$ cat config.mk
export PLATFORM = sky130hd
export DESIGN_NAME = stopwatch_bcd_counter
export DESIGN_NICKNAME = d
export VERILOG_FILES = /design/src/rtl/stopwatch_bcd_counter.sv
export SDC_FILE = /design/constraint.sdc
export NUM_CORES = 1
export LEC_CHECK = 0
export BUFFER_PORTS_ARGS = -buffer_cell sky130_fd_sc_hd__clkbuf_2
export CAP_MARGIN = 0
export CORE_ASPECT_RATIO = 1.1
export CORE_MARGIN = 1.5
export CORE_UTILIZATION = 58
export DETAILED_ROUTE_END_ITERATION = 7
export PLACE_DENSITY = 0.79
export SETUP_SLACK_MARGIN = 0.05
export SLEW_MARGIN = 10
export SYNTH_ARGS = -nofsm -noshare
export SYNTH_HDL_FRONTEND = slang
export SYNTH_SLANG_ARGS = --single-unit
$ cat constraint.sdc
create_clock -name clk -period 2.9 [get_ports clk]
set_input_delay 0.29 -clock clk [delete_from_list [all_inputs] [get_ports clk]]
set_output_delay 0.29 -clock clk [all_outputs]
set_load 0.05 [all_outputs]
$ cat src/rtl/stopwatch_bcd_counter.sv
// stopwatch_bcd_counter: 0.01 s timebase and 4-digit BCD stopwatch (00.00..99.99)
// with start/stop, clear and lap freeze, decoded for the seven-segment driver.
module stopwatch_bcd_counter #(
  parameter int TICK_COUNT = 1_000_000,
  parameter int PRESC_BITS = 20
) (
  input  logic        clk,
  input  logic        reset,
  input  logic        start_stop,
  input  logic        clear,
  input  logic        lap,
  output logic [15:0] bcd_out,
  output logic [3:0]  digit_display,
  output logic [3:0]  digit_point,
  output logic        running,
  output logic        overflow
);
  typedef enum logic {STOPPED, RUNNING} state_t;
  state_t                state;
  logic [PRESC_BITS-1:0] presc;
  logic [15:0]           digits, next_digits, lap_reg;
  logic                  frozen, tick, wrap;
  assign tick = (state == RUNNING) && (presc == PRESC_BITS'(TICK_COUNT - 1));
  assign wrap = tick && (digits == 16'h9999);
  // Carry ripples through all four digits in the tick cycle.
  always_comb begin
    logic c;
    next_digits = digits;
    c = tick;
    for (int i = 0; i < 4; i++) begin
      next_digits[4*i+:4] = c ? ((digits[4*i+:4] == 4'd9) ? 4'd0 : digits[4*i+:4] + 4'd1) : digits[4*i+:4];
      c = c && (digits[4*i+:4] == 4'd9);
    end
  end
  always_ff @(posedge clk) begin
    if (reset) begin
      state    <= STOPPED;
      running  <= 1'b0;
      presc    <= '0;
      digits   <= '0;
      overflow <= 1'b0;
      frozen   <= 1'b0;
      lap_reg  <= '0;
    end else begin
      if (start_stop) begin
        state   <= (state == RUNNING) ? STOPPED : RUNNING;
        running <= (state != RUNNING);
      end
      if (clear) begin
        digits   <= '0;
        presc    <= '0;
        overflow <= 1'b0;
        frozen   <= 1'b0;
      end else begin
        if (state == RUNNING) presc <= tick ? '0 : presc + PRESC_BITS'(1);
        digits <= next_digits;
        if (wrap) overflow <= 1'b1;
        if (lap) begin
          frozen <= !frozen;
          if (!frozen) lap_reg <= digits;
        end
      end
    end
  end
  assign bcd_out       = frozen ? lap_reg : digits;
  assign digit_display = {(bcd_out[15:12] != 4'd0), 3'b111};
  assign digit_point   = 4'b0100;
endmodule

# == Yosys cells after proc, flatten, opt, wreduce, memory -nomap -nowiden ==
# Cells that the tools add are included.
# word_totals
input_bits,5
output_inout_bits,26
word_cells,39
ff_bits,56
# op_classes
n_addsub,5
bitwise_logic,2
reduce_logical,9
mux,7
eq_ne,6
# op_table
cell,n
$add 20x1->20 const B,1
$eq 20x20->1 const B,1
$mux 20,1
$add 4x1->4 const B,4
$eq 16x16->1 const B,1
$eq 4x4->1 const B,4
$mux 16,1
$mux 4,4
$logic_and 1x1->1,5
$reduce_bool 4->1,1
$not 1->1,2
$reduce_and 2->1,1
$reduce_or 2->1,1
$logic_not 1->1,1
$mux 1,1

# == Longest topological paths before layout ==
# depth
word_depth,5
depth_mapped,8
mapped_depth_nobuf,6

# == Worst setup path after synthesis ==
# OpenSTA, ideal clock, no wires.
# synth_path
kind,register to register
from,reg frozen
to,reg lap_reg[9]
setup_ps,70
required_time_ps,2830
stages_incl_launch_ff,6
slack_ps,588
n_path_buf,2
arrival_time_ps,2242
period_less_slack_ps,2312
path_cell_list,dfxtp_1 > clkbuf_1 > buf_1 > o21ai_0 > mux2i_1 > nor2_1
# synth_between
elab_chain_len,1
# synth_rtl
item,line_no,source
"start, declared",22,"logic frozen, tick, wrap;"
"start signal, assigned",59,frozen <= !frozen;
$mux 16,-,
via bcd_out[9],12,"output logic [15:0] bcd_out,"
"end signal, assigned",60,if (!frozen) lap_reg <= digits;
"end, declared",21,"logic [15:0] digits, next_digits, lap_reg;"
# The timed path passes the listed nets, and every way through them passes these cells.
# A chain may end at the register's enable or synchronous reset.

# == Worst setup path in the final report ==
# layout_path
from,reg presc[8]
to,reg presc[17]
# layout_between
elab_chain_len,3
word_cells_on_any_way,4
# layout_rtl
item,line_no,source
"start, declared",20,logic [PRESC_BITS-1:0] presc;
"start signal, assigned",55,if (state == RUNNING) presc <= tick ? '0 : presc + PRESC_BITS'(1);
branches (longest 2 deep; another with $add 20x1->20),-,
$mux 20 *,55,
# Every way passes the cells marked *.

==> tab_implementation.tex <==
\begin{tabular}{lr}
\hline
Metric & Value \\
\hline
\multicolumn{2}{l}{\textbf{Run status}} \\
Outcome & finished, final reports clean \\
\multicolumn{2}{l}{\textbf{Global route}} \\
Maximum number of pins on one net before global-route repair & 21 \\
Antenna violations before repair & 0 \\
Vias in the first global route & 1774 \\
Total GRT Usage & 0.1983 \\
Grt total ovfl & 0 \\
Wire length of the first global-routing pass & 7679 um \\
\multicolumn{2}{l}{\textbf{Floorplan}} \\
Area of the die & 4991 um\^{}2 \\
Cell Rows & 25 \\
Die Ht & 73.95 um \\
Ports & 31 \\
Overall die width & 67.50 um \\
Starting Density & 0.6104 \\
Core Region & 4348 um\^{}2 \\
\multicolumn{2}{l}{\textbf{Placement}} \\
Count of buffers from port buffering & 23 \\
Detailed-placement wirelength estimate & 3306 um \\
Dpl ws & 0.6277 ns \\
Final GP Congestion & 0.8321 \\
Number of cells in the design after placement & 365 \\
\multicolumn{2}{l}{\textbf{Logic synthesis}} \\
Most used standard cells in the synthesized netlist & dfxtp\_1, nor2\_1, mux2i\_1, nand2\_1, xor2\_1 \\
Count of flip-flops with a built-in enable after synthesis & 0 \\
Summed instance area of the synthesized netlist & 2654 um\^{}2 \\
Share of the yosys chip area belonging to registers & 0.4149 \\
Seq cells post-synth & 55 \\
Cells after Synth & 301 \\
Most used DFF post-synth & dfxtp\_1 \\
Number of distinct library cell variants in the gate-level netlist after synthesis & 43 \\
Ranking of synthesized cells by area & dfxtp\_1, nor2\_1, mux2i\_1 \\
Cell with the most instances after synthesis & dfxtp\_1 \\
Library cell with the largest summed area after synthesis & dfxtp\_1 \\
Area share of the largest cell type after synthesis & 0.4149 \\
Post-Synthesis Mean Instance Area & 8.817 um\^{}2 \\
Share of flip-flops with an asynchronous set or reset after synthesis & 0 \\
Count of warnings emitted by yosys & 0 \\
\multicolumn{2}{l}{\textbf{Pwr}} \\
Relative contribution of the clock network to total power & 0.330 \\
PwrDens & 443.5 nW/um\^{}2 \\
Pint & 969.6 uW \\
Total leakage power & 0.001097 uW \\
Power share of the combinational group & 0.063 \\
NetSw & 296.7 uW \\
Peak ir drop on the vdd network & 0.0003109 V \\
Sw Share & 0.2343 \\
Reg power frac & 0.607 \\
\multicolumn{2}{l}{\textbf{Timing}} \\
Peak clock frequency supported by timing & 0.4380 GHz \\
Slew Limit Headroom & 0.5568 \\
Crit path time final & 2.283 ns \\
Total setup violations reported at the end of the flow & 0 \\
Post-route fraction of the period consumed by the critical path & 0.7873 \\
Slew @ Worst Pin & 0.6598 ns \\
Post-Route Setup TNS & 0 ns \\
Post-route clock skew & 0.007360 ns \\
Hold violation total from the final report & 0 \\
Setup repair after global routing missed its margin & false \\
Final setup slack of the worst path & 0.6168 ns \\
Post-route worst hold slack & 0.2250 ns \\
Final max-slew violation count & 0 \\
\multicolumn{2}{l}{\textbf{Worst setup path}} \\
Maximum cell stage delay along the critical path & 0.57 ns \\
Library cell contributing the largest single delay on the critical path & or4b\_4 \\
Worst Setup Start Kind & flip-flop \\
Worst Setup Path Type & reg2reg \\
Crit Path Max Fanout & 17 \\
Critical path data required time & 3.07 ns \\
Most frequent CP cell & nand2\_1 \\
Data arrival time of the critical path & 2.45 ns \\
Top delay family on crit path & simple AND/OR/NAND/NOR gates \\
Type of element capturing the critical path & flip-flop \\
Count of buffer and inverter cells on the critical path & 1 \\
Setup slack of the most critical reg-to-reg path & 0.62 ns \\
Cells along the critical path & or4b\_4 -> nor4\_4 -> buf\_4 -> nand2\_1 -> nand2\_1 -> nor2\_1 \\
\multicolumn{2}{l}{\textbf{Routing}} \\
Post-detailed-routing wire length & 4674 um \\
DRC Markers & 0 \\
Average via count per standard cell & 5.454 \\
Detail-routed net length per standard cell & 12.56 um \\
Vias & 2029 \\
Number of antenna-violating nets in the routed design & 0 \\
Iteration-0 DRC Markers & 88 \\
Number of iterations in the first detailed-routing pass & 4 \\
\multicolumn{2}{l}{\textbf{Clock tree}} \\
Post-cts sizing count & 0 \\
Number of sinks on the clock net & 55 \\
TritonCTS clock tree & yes \\
H-tree levels & 2 \\
Maximum count of clock buffers along a single path & 2 \\
Clock latency reported for the late side of the worst-skew pair & 0.30 ns \\
Clk Tree Root Cell & clkbuf\_8 \\
Number of buffers inserted during clock tree synthesis & 5 \\
Post-CTS Repair Setup Buffers & 0 \\
Clk slew on worst S/H paths & 0.08 ns \\
CTS hold repair buffers & 0 \\
\multicolumn{2}{l}{\textbf{Flow run}} \\
Reported max-cap violation count & 0 \\
\multicolumn{2}{l}{\textbf{Layout}} \\
Number of standard cells in the layout, taps in and fillers out & 372 \\
Fraction of final layout cells with drive strength greater than 1 & 0.1698 \\
Layout overhead on the synthesized area & 7.591\% \\
Post-layout net count & 324 \\
Final core utilization & 0.6567 \\
Diodes inserted & 0 \\
Number of flip-flops in the largest register & 20 \\
\multicolumn{2}{l}{\textbf{Worst hold path}} \\
Worst min path class & in2reg \\
\hline
\end{tabular}
-- stage by stage --
stage          total power, uW  instance area (um^2)
2_1_floorplan            861.2                  2673
3_3_place_gp             866.1                  2768
3_5_place_dp             866.8                  2768
4_1_cts                   1283                  2855
5_1_grt                   1313                  2855
6_report                  1266                  2855
-- worst paths after layout --
kind	startpoint	cells after the start	to
hold reg to reg	overflow	1	overflow
hold / removal	start_stop	3	running
setup / recovery	presc[8]	6	presc[17]
setup reg to reg	presc[8]	6	presc[17]
-- area by class of cell --
type                            count  area (um^2)
Tap cell                           54        67.56
Sequential cell                    55         1101
Inverter                            8        30.03
Clock buffer                        6        82.58
Multi-Input combinational cell    221         1424
Fill cell                         386         1493
Timing Repair Buffer               27        145.1
Clock inverter                      1        5.005
-- logic make-up (layout without fill, tap and decap cells) --
kind of cell / Yosys count / after routing / synth area share
flip-flops: 55 / 55 / 0.4149
AO/OA/AOI/OAI: 28 / 28 / 0.06507
other: 2 / 7 / 0.002830
multiplexers: 29 / 29 / 0.1141
adder cells (fa/ha/maj): 1 / 1 / 0.004714
AND/OR/NAND/NOR: 131 / 131 / 0.2593
buffers and inverters: 30 / 42 / 0.05658
XOR/XNOR: 25 / 25 / 0.08251
-- worst register-to-register path: cells and delay by family (launching register included) --
family / cells / cell delay, ns
AND/OR/NAND/NOR: 5 / 1.55
flip-flops: 1 / 0.38
buffers and inverters: 1 / 0.23
-- routing by layer --
| metal | global-route usage | wire, um |
|---|---|---|
| met3 | 0.04387 | 136 |
| met5 | 0 | 0 |
| met2 | 0.3377 | 2210 |
| met4 | 0.07029 | 63 |
| met1 | 0.2457 | 2263 |
-- power by group through the flow --
stage,Combinational [uW],Sequential (uW),Clock [uW]
after floorplan,75.0,786,0
after global placement,79.2,787,0
after detailed placement,79.7,787,0
after CTS,79.8,769,434
after global routing,85.8,771,456
final,79.5,769,418
-- cell usage in the layout (no fill, tap or decap), drive strengths merged, types with 2 or more instances in the layout --
cell and instances:
nor3 2, conb 7, a211oi 4, nor2 51
mux2i 19, and4 2, nand4 15, nor2b 9
or3 5, a21oi 10, mux2 10, nand2 19
a31oi 3, clkbuf 29, inv 8, nor3b 3
xor2 18, nand3 11, dfxtp 55, xnor2 7
and3 4, nor4 2, buf 4, o21ai 7
nor4bb 2
No activity file was read; power rests on OpenSTA's default activity.
